==> src/rtl/add_acc.sv <==
// add_acc: streaming accumulator. Sums LEN operands accepted on a valid/ready
// input channel with a single WIDTH-bit adder (accumulator fed back), then
// holds the total on a valid/ready output channel until it is consumed.
//
// Ports:
//   clk, rst_n          clock (rising edge), async active-low reset
//   clear               synchronous abort, drops partial sum / pending result
//   in_valid/in_ready   operand handshake, in_data = operand
//   out_valid/out_ready result handshake
//   out_sum             accumulated sum (mirrors the accumulator)
//   out_carry           sticky carry-out seen during this accumulation
//   out_count           operands accepted in the current accumulation
//
// Optional build macro ADD_ACC_SATURATE_EN: a beat producing a carry-out
// saturates the accumulator to all-ones instead of wrapping modulo 2^WIDTH.
module add_acc #(
  parameter  int unsigned WIDTH = 32,
  parameter  int unsigned LEN   = 4,
  localparam int unsigned CNT_W = $clog2(LEN + 1)
) (
  input  logic             clk,
  input  logic             rst_n,
  input  logic             clear,
  input  logic             in_valid,
  output logic             in_ready,
  input  logic [WIDTH-1:0] in_data,
  output logic             out_valid,
  input  logic             out_ready,
  output logic [WIDTH-1:0] out_sum,
  output logic             out_carry,
  output logic [CNT_W-1:0] out_count
);

  typedef enum logic {
    ST_ACC  = 1'b0,
    ST_DONE = 1'b1
  } state_e;

  localparam logic [CNT_W-1:0] LAST_CNT = CNT_W'(LEN - 1);

  state_e           state_q, state_n;
  logic [WIDTH-1:0] acc_n;
  logic             carry_n;
  logic [CNT_W-1:0] count_n;
  logic             in_ready_n;
  logic             out_valid_n;
  logic [WIDTH:0]   sum_w;

  // Single WIDTH+1 bit adder; top bit is the carry-out of this beat.
  assign sum_w = {1'b0, out_sum} + {1'b0, in_data};

  // Next-state and next-output decode; clear overrides everything.
  always_comb begin
    state_n     = state_q;
    acc_n       = out_sum;
    carry_n     = out_carry;
    count_n     = out_count;
    in_ready_n  = in_ready;
    out_valid_n = out_valid;

    if (clear) begin
      state_n     = ST_ACC;
      acc_n       = '0;
      carry_n     = 1'b0;
      count_n     = '0;
      in_ready_n  = 1'b1;
      out_valid_n = 1'b0;
    end else begin
      case (state_q)
        ST_ACC: begin
          if (in_valid) begin
`ifdef ADD_ACC_SATURATE_EN
            acc_n = sum_w[WIDTH] ? '1 : sum_w[WIDTH-1:0];
`else
            acc_n = sum_w[WIDTH-1:0];
`endif
            carry_n = out_carry | sum_w[WIDTH];
            count_n = out_count + CNT_W'(1);
            if (out_count == LAST_CNT) begin
              state_n     = ST_DONE;
              in_ready_n  = 1'b0;
              out_valid_n = 1'b1;
            end
          end
        end
        ST_DONE: begin
          // Result held stable until consumed; input ignored here.
          if (out_ready) begin
            state_n     = ST_ACC;
            acc_n       = '0;
            carry_n     = 1'b0;
            count_n     = '0;
            in_ready_n  = 1'b1;
            out_valid_n = 1'b0;
          end
        end
        default: begin
          state_n     = ST_ACC;
          in_ready_n  = 1'b1;
          out_valid_n = 1'b0;
        end
      endcase
    end
  end

  // State and output registers; handshake flags are flops, not decodes.
  always_ff @(posedge clk or negedge rst_n) begin
    if (!rst_n) begin
      state_q   <= ST_ACC;
      out_sum   <= '0;
      out_carry <= 1'b0;
      out_count <= '0;
      in_ready  <= 1'b1;
      out_valid <= 1'b0;
    end else begin
      state_q   <= state_n;
      out_sum   <= acc_n;
      out_carry <= carry_n;
      out_count <= count_n;
      in_ready  <= in_ready_n;
      out_valid <= out_valid_n;
    end
  end

endmodule
==> config.mk <==
export PLATFORM = sky130hd
export DESIGN_NAME = add_acc
export DESIGN_NICKNAME = d
export VERILOG_FILES = /design/src/rtl/add_acc.sv
export SDC_FILE = /design/constraint.sdc
export NUM_CORES = 1
export LEC_CHECK = 0
export ABC_CLOCK_PERIOD_IN_PS = 2600
export CORE_MARGIN = 3
export CORE_UTILIZATION = 51
export DETAILED_ROUTE_END_ITERATION = 8
export PLACE_DENSITY = 0.81
export SYNTH_ARGS = -nofsm -noshare
export SYNTH_HDL_FRONTEND = slang
export SYNTH_SLANG_ARGS = --single-unit
==> constraint.sdc <==
create_clock -name clk -period 2.6 [get_ports clk]
set_input_delay 0.39 -clock clk [delete_from_list [all_inputs] [get_ports clk]]
set_output_delay 0.39 -clock clk [all_outputs]
set_load 0.005 [all_outputs]
# Word level (Yosys, flattened, before mapping)
# Cells that the tools add are included.
# totals
inputBits	37
latchBits	0
regBits	39
elab_cells	42
mem_count	0
romBits	0
mem_bits_rw	0
out_inout_bits	38
# op_classes
n_mul	0
bitwise_logic	2
order_cmp	0
n_div	0
addsub	2
reduce_logical	2
muxes	26
n_eq_ne	4
shifts	0
# ops
cell	count
32-bit 2-to-1 mux	3
32-bit one-hot mux with 2 select lines	1
32-bit by 32-bit adder with 33-bit output	1
1-bit 2-to-1 mux	14
3-bit 2-to-1 mux	3
3-bit inequality test (second input constant)	3
1-bit one-hot mux with 2 select lines	4
3-bit one-hot mux with 2 select lines	1
3-bit by 1-bit adder with 3-bit output (second input constant)	1
3-bit by 2-bit equality test with 1-bit output (second input constant)	1
3-bit AND reduction	1
2-bit AND reduction	1
1-bit NOT	1
1-bit bitwise OR	1

# Depth between registers and ports, before layout
# Gate-level depths: netlist of run 1.
# logic_depth
word_depth	5
ltp_mapped	10
ltp_nobuf	10

# Worst setup path after synthesis of run 1
# OpenSTA, ideal clock, no wires.
# synth_timing
kind	in2reg
from	input port in_data[0]
to	register out_sum[30]
setup_slack_ns	0.285
arrival_time_ns	2.185
stages	10
cell_sequence	ha_1 inv_1 fa_1 nor2b_2 o211ai_1 a21o_1 o211a_4 o31ai_2 xnor2_1 o21ai_1
# synth_via
elab_chain_cells	4
# synth_rtl
element	line_no	text
from (decl)	26	input logic [WIDTH-1:0] in_data,
32-bit by 32-bit adder with 33-bit output	50	assign sum_w = {1'b0, out_sum} + {1'b0, in_data};
32-bit 2-to-1 mux	71	if (in_valid) begin
32-bit one-hot mux with 2 select lines	69	case (state_q)
32-bit 2-to-1 mux	61	if (clear) begin
to (signal assigned)	117	out_sum <= acc_n;
to (decl)	29	output logic [WIDTH-1:0] out_sum,
# No other way between the ends. The select of a mux whose other input is x is not followed.
# A chain may end at the register's enable or synchronous reset.

# Worst setup path after layout of run 1
# layout_timing
from	input port in_data[1]
to	register out_sum[29]
# Same word-level chain as after synthesis.

==> impl_metrics.env, run 1 <==
export IMPL_overall_die_area_mm2=0.00735
export IMPL_grt_setup_unrepaired="true"
export IMPL_fin_worst_skew_ns=0.00989
export IMPL_power_frac_clock_pct=16.5
export IMPL_regToRegEndpoint="out_sum[29]"
export IMPL_asyncSetResetFlopFracSynth_pct=100
export IMPL_cts_root_buffer_cell="clkbuf_8"
export IMPL_cp_data_arrival_time_ns=2.67
export IMPL_simple_gate_fraction_of_synth_area_pct=15.9
export IMPL_core_rowCount=28
export IMPL_detail_route_iter0_violations=227
export IMPL_critical_path_n_buffers_inverters=1
export IMPL_synth_ff_type="dfrtp_1"
export IMPL_relSlewSlack_pct=37.9
export IMPL_final_nets=587
export IMPL_netlist_area_mm2=0.00324
export IMPL_synth_compound_area_share_pct=29.4
export IMPL_route_antenna_remaining_nets=0
export IMPL_initial_core_util_pct=53.8
export IMPL_rr_startpoint="out_sum[1]"
export IMPL_critPathKind="input port to flip-flop"
export IMPL_combinational_family_with_the_most_area_after_synthesis="compound AO/OA/AOI/OAI gates"
export IMPL_finish_cell_count_without_fillers=591
export IMPL_inserted_clock_buffers=5
export IMPL_synth_top_area_share_pct=29.3
export IMPL_power_per_cell_area_mw_per_mm2=682
export IMPL_synth_nets=461
export IMPL_ys_ff_latch=39
export IMPL_vias=3482
export IMPL_comb_power_share_pct=57.6
export IMPL_buffer_depth_of_the_longest_clock_path=2
export IMPL_synthTopCellsByCount="nand2_1, o21ai_0, dfrtp_1, ha_1, a21oi_1"
export IMPL_path_cells="clkdlybuf4s50_1, ha_1, a211oi_2, o21ai_2, a21oi_2, a211oi_4, o41ai_4, xor2_1, o21ai_0"
export IMPL_synth_seq_area_share_pct=30.1
export IMPL_critical_path_required_ns=2.77
export IMPL_worstSetupStartpointType="input port"
export IMPL_count_of_max_cap_constraint_violations=0
export IMPL_detail_route_first_pass_iterations=4
export IMPL_report_final_setup_viol=0
export IMPL_number_of_cell_instances_on_the_worst_register_to_register_path=8
export IMPL_synthXorXnorAreaFrac_pct=7.83
export IMPL_initial_antenna_violation_count=0
export IMPL_internal_power_mw=1.94
export IMPL_maximum_fanout_count_along_the_critical_path=2
export IMPL_reg2reg_slack_ns=0.20
export IMPL_crit_slowest_cell="o41ai_4"
export IMPL_yosysWarningCount=0
export IMPL_postLayoutCellArea_mm2=0.00462
export IMPL_grt_pass1_vias=3431
export IMPL_report_final_hold_viol_count=0
export IMPL_cts_sinks=39
export IMPL_power_sequential_fraction_pct=25.9
export IMPL_half_perimeter_wire_length_of_the_detailed_placement_result_um=7530
export IMPL_pin_count_of_the_biggest_net_entering_global_routing=40
export IMPL_dieHeight_um=85.7
export IMPL_finalHoldWorstSlack_ns=0.228
export IMPL_fillCellCount=468
export IMPL_post_route_min_period_ns=2.51
export IMPL_die_width_um=85.7
export IMPL_hold_path_class="input port to asynchronous set/reset pin"
export IMPL_route_detailed_wl_per_inst_um=16.6
export IMPL_totalWireLength_um=9840
export IMPL_post_drt_via_cell_ratio=5.89
export IMPL_coreArea_mm2=0.00603
export IMPL_grtUsageTotal_pct=27.2
export IMPL_synthesized_area_fraction_occupied_by_adder_cells_pct=13.7
export IMPL_synthCells=389
export IMPL_layout_worst_path_cycle_share_pct=96.4
export IMPL_h_tree_depth=2
export IMPL_synth_largest_area_cell="dfrtp_1"
export IMPL_placedCellCount=582
export IMPL_critPathMaxStageDelay_ns=0.45
export IMPL_synth_area_per_cell_um2=8.33
export IMPL_layout_area_overhead_vs_synth_pct=42.6
export IMPL_max_clock_freq_mhz=399
export IMPL_portBuffers=74
export IMPL_edff_count_synth=0
export IMPL_path_delay_family="compound AO/OA/AOI/OAI gates"
export IMPL_slew_viol_final=0
export IMPL_synthDistinctLibCells=50
export IMPL_worst_setup_ep_type="flip-flop"
export IMPL_result_of_the_run="finished clean"
export IMPL_grt_first_pass_wirelength_um=16200
export IMPL_placed_cell_area_mm2=0.00445
export IMPL_clock_insertion_delay_worst_skew_ns=0.30
export IMPL_ir_drop_mv=0.347
export IMPL_leakage_nw=2.07
export IMPL_synth_area_top_cells="dfrtp_1, ha_1, nand2_1"
export IMPL_final_core_utilization_pct=76.7
export IMPL_drive_gt1_share_pct=16.5
export IMPL_place_gp_congestion=0.921
export IMPL_synth_most_common_cell="nand2_1"
export IMPL_measured_slew_at_the_worst_slew_check_pin_ns=0.932
export IMPL_swShare_pct=38.4
export IMPL_postCtsHoldBufs=0
export IMPL_tritoncts="built"
export IMPL_io_pins=75
export IMPL_clk_pin_slew_worst_paths_ns=0.08
export IMPL_synth_area_mux_share_pct=0
export IMPL_switchingPower_mw=1.21
export IMPL_antenna_diode_count=0
export IMPL_overflow=0
export IMPL_drc=0
==> metrics by stage <==
step | setup WS (ns) | TNS, ns | power (mW)
after global routing | -0.0125 | -0.0180 | 3.37
final | 0.0937 | 0 | 3.15
after global placement | -0.208 | -1.73 | 2.53
after floorplan | 0.285 | 0 | 1.76
after CTS | 0.0226 | 0 | 3.10
after detailed placement | -0.318 | -3.09 | 2.57
==> cells in the final DEF, fill, tap and decap left out, types with 5 or more instances in the layout <==
master           Yosys  routed
a21o_1              11      11
a21oi_1             32      32
a22o_1               6       6
a31oi_1              5       5
buf_4                0      59
clkbuf_8             0       5
clkdlybuf4s50_1      0      73
dfrtp_1             38      38
ha_1                34      33
inv_1                9       9
nand2_1             63      63
nand2b_1             9       9
nand4_1              5       5
nor2_1              17      16
nor3_1               7       7
o211ai_1             9       9
o21ai_0             43      41
o21ai_1              6       8
xnor2_1             15      15
xor2_1              14      14
==> state kept, by name, summed over array words and instances (netlist names) <==
name and cells:
out_count 3, out_sum 32, in_ready 1, state_q 1
out_valid 1, out_carry 1
==> power by group through the flow <==
stage	Sequential [mW]	Combinational, mW	Clock [mW]
5_1_grt	0.835	1.98	0.555
6_report	0.817	1.82	0.520
2_1_floorplan	0.814	0.946	0
3_5_place_dp	0.825	1.74	0
4_1_cts	0.815	1.76	0.527
3_3_place_gp	0.822	1.71	0
==> logic make-up (layout without fill, tap and decap cells) <==
logic type | Yosys count | after routing
AO/OA/AOI/OAI | 147 | 147
XOR/XNOR | 29 | 29
flip-flops | 39 | 39
adder cells (fa/ha/maj) | 35 | 35
AND/OR/NAND/NOR | 116 | 116
buffers and inverters | 23 | 150
==> layer usage <==
metal	vias to the layer above	share of wire, %	global-route usage, %
li1	1676	-	-
met1	1677	44	36.3
met2	115	48	44.3
met3	14	6.3	6.05
met4	0	1.6	7.91
met5	-	0	0
==> how the worst max path moves through the flow <==
stage	depth (start not counted)	from	endpoint	slack [ns]
2_1_floorplan	10	in_data[0]	out_sum[30]	0.28
3_3_place_gp	11	in_data[0]	out_sum[30]	-0.21
3_5_place_dp	11	in_data[0]	out_sum[30]	-0.32
4_1_cts	11	in_data[0]	out_sum[30]	0.02
5_1_grt	10	in_data[24]	out_sum[29]	-0.01
6_report	9	in_data[1]	out_sum[29]	0.09
==> layout make-up <==
cell class	count	area [µm²]	share of cell area [%]
multi-input cells	327	2230	48.2
inverters	9	33.8	0.731
clock buffers	6	72.6	1.57
well taps	75	93.8	2.03
flip-flops and latches	39	977	21.1
repair buffers	133	1180	25.5
clock inverters	2	37.5	0.812
==> timing repair <==
item	CTS	global route
buffers inserted	0	1
resized for setup	2	9
endpoints found under the setup margin	1	10
pin swaps	1	7
Power figures use the tool's default switching activity.
==> run 2, diff against run 1 <==
--- a/config.mk
+++ b/config.mk
@@ -5,9 +5,9 @@
 export SDC_FILE = /design/constraint.sdc
 export NUM_CORES = 1
 export LEC_CHECK = 0
-export ABC_CLOCK_PERIOD_IN_PS = 2600
 export CORE_MARGIN = 3
 export CORE_UTILIZATION = 51
+export CTS_CLUSTER_SIZE = 25
 export DETAILED_ROUTE_END_ITERATION = 8
 export PLACE_DENSITY = 0.81
 export SYNTH_ARGS = -nofsm -noshare
==> constraint.sdc (replaced) <==
create_clock -name clk -period 2.6 [get_ports clk]
set_input_delay 0.39 -clock clk [delete_from_list [all_inputs] [get_ports clk]]
set_output_delay 0.39 -clock clk [all_outputs]
set_load 0.05 [all_outputs]
==> run 2 against run 1 <==
  * Sequential share of layout area fell by 0.14 points
  * Power up 12%
  * Sequential power about the same
  * Via count down 0.78%
  * Utilization rose by 0.62 points
  * Clock power grew 4.2%
  * Cell count grew 1.4%
  * Critical endpoint is now out_sum[30]
==> impl_metrics.env, run 2 (synthesized netlist as in run 1, its figures left out) <==
export IMPL_portBuffers=74
export IMPL_tritoncts="built"
export IMPL_grt_pass1_vias=3355
export IMPL_detail_route_iter0_violations=224
export IMPL_critical_path_required_ns=2.78
export IMPL_number_of_flip_flops_under_the_largest_register_name=32
export IMPL_result_of_the_run="finished clean"
export IMPL_antenna_diode_count=0
export IMPL_route_detailed_wl_per_inst_um=16.3
export IMPL_fin_worst_skew_ns=0.00750
export IMPL_drc=0
export IMPL_route_antenna_remaining_nets=0
export IMPL_cts_root_buffer_cell="clkbuf_8"
export IMPL_grtUsageTotal_pct=26.9
export IMPL_slew_viol_final=0
export IMPL_path_cells="clkdlybuf4s50_1, ha_2, inv_1, fa_2, nor2b_2, o211ai_1, a21o_1, o211a_4, o31ai_4, xnor2_1, o21ai_1"
export IMPL_coreArea_mm2=0.00603
export IMPL_dieHeight_um=85.7
export IMPL_totalWireLength_um=9750
export IMPL_leakage_nw=2.12
export IMPL_inserted_clock_buffers=5
export IMPL_report_final_hold_viol_count=0
export IMPL_maximum_fanout_count_along_the_critical_path=5
export IMPL_power_per_cell_area_mw_per_mm2=761
export IMPL_worstSetupStartpointType="input port"
export IMPL_layout_worst_path_cycle_share_pct=97.2
export IMPL_die_width_um=85.7
export IMPL_grt_setup_unrepaired="true"
export IMPL_clk_pin_slew_worst_paths_ns=0.08
export IMPL_postCtsHoldBufs=0
export IMPL_report_final_setup_viol=0
export IMPL_layout_commonest_cell="clkdlybuf4s50_1"
export IMPL_final_core_utilization_pct=77.3
export IMPL_initial_core_util_pct=53.8
export IMPL_postLayoutSetupSlackWorst_ns=0.0726
export IMPL_ir_drop_mv=0.445
export IMPL_buffer_depth_of_the_longest_clock_path=2
export IMPL_layout_common_cells="clkdlybuf4s50_1, buf_4, nand2_1"
export IMPL_relSlewSlack_pct=51.7
export IMPL_measured_slew_at_the_worst_slew_check_pin_ns=0.725
export IMPL_count_of_max_cap_constraint_violations=0
export IMPL_layout_area_overhead_vs_synth_pct=43.7
export IMPL_overall_die_area_mm2=0.00735
export IMPL_hold_path_class="input port to asynchronous set/reset pin"
export IMPL_crit_slowest_cell="clkdlybuf4s50_1"
export IMPL_placed_cell_area_mm2=0.00451
export IMPL_grt_first_pass_wirelength_um=15800
export IMPL_post_route_min_period_ns=2.53
export IMPL_post_drt_via_cell_ratio=5.77
export IMPL_largest_register_by_flop_count="out_sum"
export IMPL_worst_setup_ep_type="flip-flop"
export IMPL_vias=3455
export IMPL_half_perimeter_wire_length_of_the_detailed_placement_result_um=7720
export IMPL_pin_count_of_the_biggest_net_entering_global_routing=31
export IMPL_place_gp_congestion=0.917
export IMPL_io_pins=75
export IMPL_initial_antenna_violation_count=0
export IMPL_core_rowCount=28
export IMPL_overflow=0
export IMPL_cts_sinks=39
export IMPL_max_clock_freq_mhz=396
export IMPL_critPathKind="input port to flip-flop"
export IMPL_design_power_total_mw=3.54
export IMPL_cp_data_arrival_time_ns=2.71
export IMPL_postLayoutCellArea_mm2=0.00466
export IMPL_finalHoldWorstSlack_ns=0.140
export IMPL_dp_worst_setup_slack_ns=-0.297
export IMPL_final_nets=595
export IMPL_drive_gt1_share_pct=17.7
export IMPL_critPathMaxStageDelay_ns=0.46
export IMPL_clock_insertion_delay_worst_skew_ns=0.30
export IMPL_h_tree_depth=2
export IMPL_top_regs="out_sum: 32 flops, out_count: 3 flops"
export IMPL_detail_route_first_pass_iterations=5
[run 2: cell types whose count changed in the layout (fill, tap and decap cells not counted), sizes merged]
cell / before / now
buf: 60 / 68
clkinv: 0 / 1
clkinvlp: 1 / 0
[run 2: per-layer routing]
metal	track usage [%]	up-vias	wire (µm)
li1	-	1690	-
met1	36.6	1644	4530
met2	44.6	117	4550
met3	5.48	4	619
met4	5.32	0	54
met5	0	-	0
[run 2: metrics by stage]
stage	TNS, ns	std cells
floorplan	0	389
global placement	-1.73	590
detailed placement	-2.50	590
CTS	0	598
global route	-0.0707	599
finish	0	599
[run 2: critical path, delay by kind of cell]
kind	cells	cell delay, ns
AOI/OAI and AO/OA	5	1.02
xor gates and xnor gates	1	0.14
adders and majority gates	2	0.51
buffers and inverters	2	0.51
and+or+nand+nor	1	0.12
[run 2: final timing paths]
kind,cells past startpoint,start,slack (ns),to
min in group clk,2,out_sum[13],0.51,out_sum[13]
min,1,rst_n,0.14,out_sum[8]
max reg2reg,8,out_sum[1],0.19,out_sum[29]
max in group asynchronous,2,rst_n,1.88,out_carry
max,11,in_data[0],0.07,out_sum[30]
min reg2reg,2,out_sum[13],0.51,out_sum[13]
[run 2: what timing repair did]
| action | CTS | global route |
|---|---|---|
| resized for setup | 0 | 6 |
| setup buffers | 0 | 1 |
| setup endpoints to repair | 0 | 9 |
| endpoints found under the hold margin | 0 | 0 |
[run 2: layout make-up]
| type | instances | area [µm²] |
|---|---|---|
| clock buffers | 6 | 82.6 |
| well taps | 75 | 93.8 |
| fillers | 452 | 1370 |
| repair buffers | 141 | 1240 |
| flip-flops and latches | 39 | 978 |
| clock inverters | 2 | 35.0 |
| multi-input cells | 327 | 2200 |
| inverters | 9 | 33.8 |
[run 2: power breakdown]
| part | switching [mW] | total (mW) | internal (mW) | leakage (nW) |
|---|---|---|---|---|
| logic | 1.24 | 2.18 | 0.944 | 1.54 |
| clock network | 0.231 | 0.542 | 0.311 | 0.0612 |
| registers | 0.102 | 0.817 | 0.715 | 0.515 |
==> run 3, diff against run 2 <==
--- a/config.mk
+++ b/config.mk
@@ -5,11 +5,13 @@
 export SDC_FILE = /design/constraint.sdc
 export NUM_CORES = 1
 export LEC_CHECK = 0
+export ABC_CLOCK_PERIOD_IN_PS = 2600
 export CORE_MARGIN = 3
 export CORE_UTILIZATION = 51
 export CTS_CLUSTER_SIZE = 25
 export DETAILED_ROUTE_END_ITERATION = 8
 export PLACE_DENSITY = 0.81
+export SKIP_CTS_REPAIR_TIMING = 1
 export SYNTH_ARGS = -nofsm -noshare
 export SYNTH_HDL_FRONTEND = slang
 export SYNTH_SLANG_ARGS = --single-unit
==> results of run 3 <==
Same layout as run 2: the final DEF is identical, and so are final timing and power.
==> patch (flow settings as in run 3) <==
The option `ADD_ACC_SATURATE_EN` is turned on by a define.
--- a/src/rtl/add_acc.sv
+++ b/src/rtl/add_acc.sv
@@ -13,6 +13,8 @@
 //
 // Optional build macro ADD_ACC_SATURATE_EN: a beat producing a carry-out
 // saturates the accumulator to all-ones instead of wrapping modulo 2^WIDTH.
+`define ADD_ACC_SATURATE_EN
+
 module add_acc #(
   parameter  int unsigned WIDTH = 32,
   parameter  int unsigned LEN   = 4,
Formal check against the unedited RTL: not equivalent (Yosys sat finds a counterexample within 4 cycles, from zero or initial values and one cycle with rst_n low).
==> patch against run 3 <==
- via count rose by 16%
- wire length is 32% higher
- area after synthesis is 3.6% higher
- highest routed layer unchanged
- global-route usage is 2.0 points higher
- final area up 13%
- final cell count increased by 7.5%
- sequential power rose by 5.1%
- maximum frequency decreased by 20%
- first-iteration DRC count increased by 20%
- worst setup slack got worse by 0.64 ns
- sequential cell count unchanged
- the flow now finishes with violations (negative setup slack)
- power up 37%
- die area increased by 3.3%
- critical path depth grew 3
==> patch: results (changes against run 3) <==
run status complete, but fails checks (was completed); violated checks negative setup slack; Vias 4,007 (was 3,455); HPWL Detailed 7.92 mm (was 7.72 mm); cell with the largest stage delay on the worst path dfrtp_2 (was clkdlybuf4s50_1); placed cell count 628 (was 590); Critical Path Sink out_sum[16] (was out_sum[30]); final setup violating endpoints 33 (was 0); highest fanout seen on the critical path 9 (was 5); number of DRC violations after detailed-routing iteration 0 269 (was 224); sequential share of the synthesized area 29.1% (was 30.1%); largest net degree at the start of global routing 40 (was 31); DP Area 4860 sq um (was 4510 sq um); multiplexer fraction of the synthesized cell area 0.298% (was 0%); grt met3 use 5.68% (was 5.48%); fraction of the cycle the final worst path needs 122% (was 97.2%); final weighted congestion in routability-driven placement 0.963 (was 0.917); pre-CTS worst setup slack -0.761 ns (was -0.297 ns); DR WL/cell 20.0 um (was 16.3 um); GR Util met1 33.7% (was 36.6%); startpoint of the most critical register-to-register path out_sum[0] (was out_sum[1]); synthesized-area fraction occupied by ao, oa, aoi and oai cells 28.1% (was 29.4%); Detail Route met2 WL 6.22 mm (was 4.55 mm); Worst VDD drop 0.000536 V (was 0.000445 V); Total Nets Final 640 (was 595); total leakage power 2.54 nW (was 2.12 nW); Mapped Nets 477 (was 461); met2 demand-to-capacity share in global routing 51.4% (was 44.6%); Setup Crit Path Kind flip-flop to flip-flop (was primary input to flip-flop); wl on met1 5.07 mm (was 4.53 mm); post-synthesis share of cell area spent on full adders, half adders and majority gates 13.3% (was 13.7%); clock slew at the register clock pins of the worst setup and hold paths 0.10 ns (was 0.08 ns); Overall Global Routing Usage 28.9% (was 26.9%); Synth top cells by count nand2_1 (84), dfrtp_1 (38), a21oi_1 (35) (was nand2_1 (63), o21ai_0 (43), dfrtp_1 (38)); Worst Path Arrival 3.37 ns (was 2.71 ns); routed vias/inst 6.22 (was 5.77); Sequential cell area 987 sq um (was 978 sq um); top post-synthesis cells by area dfrtp_1 (28%), ha_1 (13%), nand2_1 (9.4%), a21oi_1 (5.2%), o21ai_1 (4.6%) (was dfrtp_1 (29%), ha_1 (13%), nand2_1 (7.3%), o21ai_0 (6.6%), a21oi_1 (4.9%)); post-layout worst setup margin -0.571 ns (was 0.0726 ns); count of filler cells inserted in the layout 312 (was 452); Post-Synthesis Cells 405 (was 389); slew margin rel. 38.0% (was 51.7%); library cells used by synthesis 56 (was 50); clk_skew 0.0126 ns (was 0.00750 ns); first-pass GRT wire length 17.6 mm (was 15.8 mm); proportion of layout cells with a drive suffix above 1 29.7% (was 17.7%)
==> patch: cell count changes in the layout (fill, tap and decap cells not counted), sizes merged, moves of 4 or more <==
cell    delta
nand2     +21
buf       +32
nor3       -7
o211ai     -7
a22o       -4
a21o       +5
nand2b     -5
==> patch: logic make-up (layout without fill, tap and decap cells) <==
group           after synthesis  count (layout)
compound gates              141             141
simple gates                136             136
flops                        39              39
fa+ha+maj                    35              35
xor+xnor                     27              27
buf+inv                      26             190
mux                           1               1
==> patch: report_power, final <==
part           leakage, nW  total (mW)  switching [mW]  internal (mW)
combinational         1.97        3.35            1.91           1.44
sequential           0.504       0.859           0.117          0.742
clock               0.0654       0.645           0.261          0.384
==> patch: final cells by class <==
class	count	area share, %
inverter	7	0.500
clock buffer	6	1.38
tap	75	1.79
multi-input combinational	340	46.7
clock inverter	2	1.14
timing repair buffer	175	29.7
sequential	39	18.8
==> patch: how the worst min path moves through the flow <==
stage,startpoint,endpoint,slack [ns],cells past startpoint
floorplan,rst_n,out_carry,0.09,0
global placement,state_q,out_carry,0.48,1
detailed placement,out_sum[26],out_sum[26],0.50,2
CTS,rst_n,out_sum[19],0.24,1
global route,rst_n,out_sum[19],0.27,1
finish,rst_n,out_sum[19],0.20,1
==> patch: worst register-to-register path: stages, from the launching register on <==
cell and delay, ns:
dfrtp_2 0.44, ha_4 0.17, fa_2 0.34, a211o_1 0.32
a211oi_4 0.32, nor2_2 0.09, a311oi_2 0.23, buf_4 0.18
a21oi_4 0.06, a31oi_4 0.19, o41ai_4 0.11, buf_4 0.21
clkbuf_16 0.17, o21ai_2 0.14, nand2_1 0.10
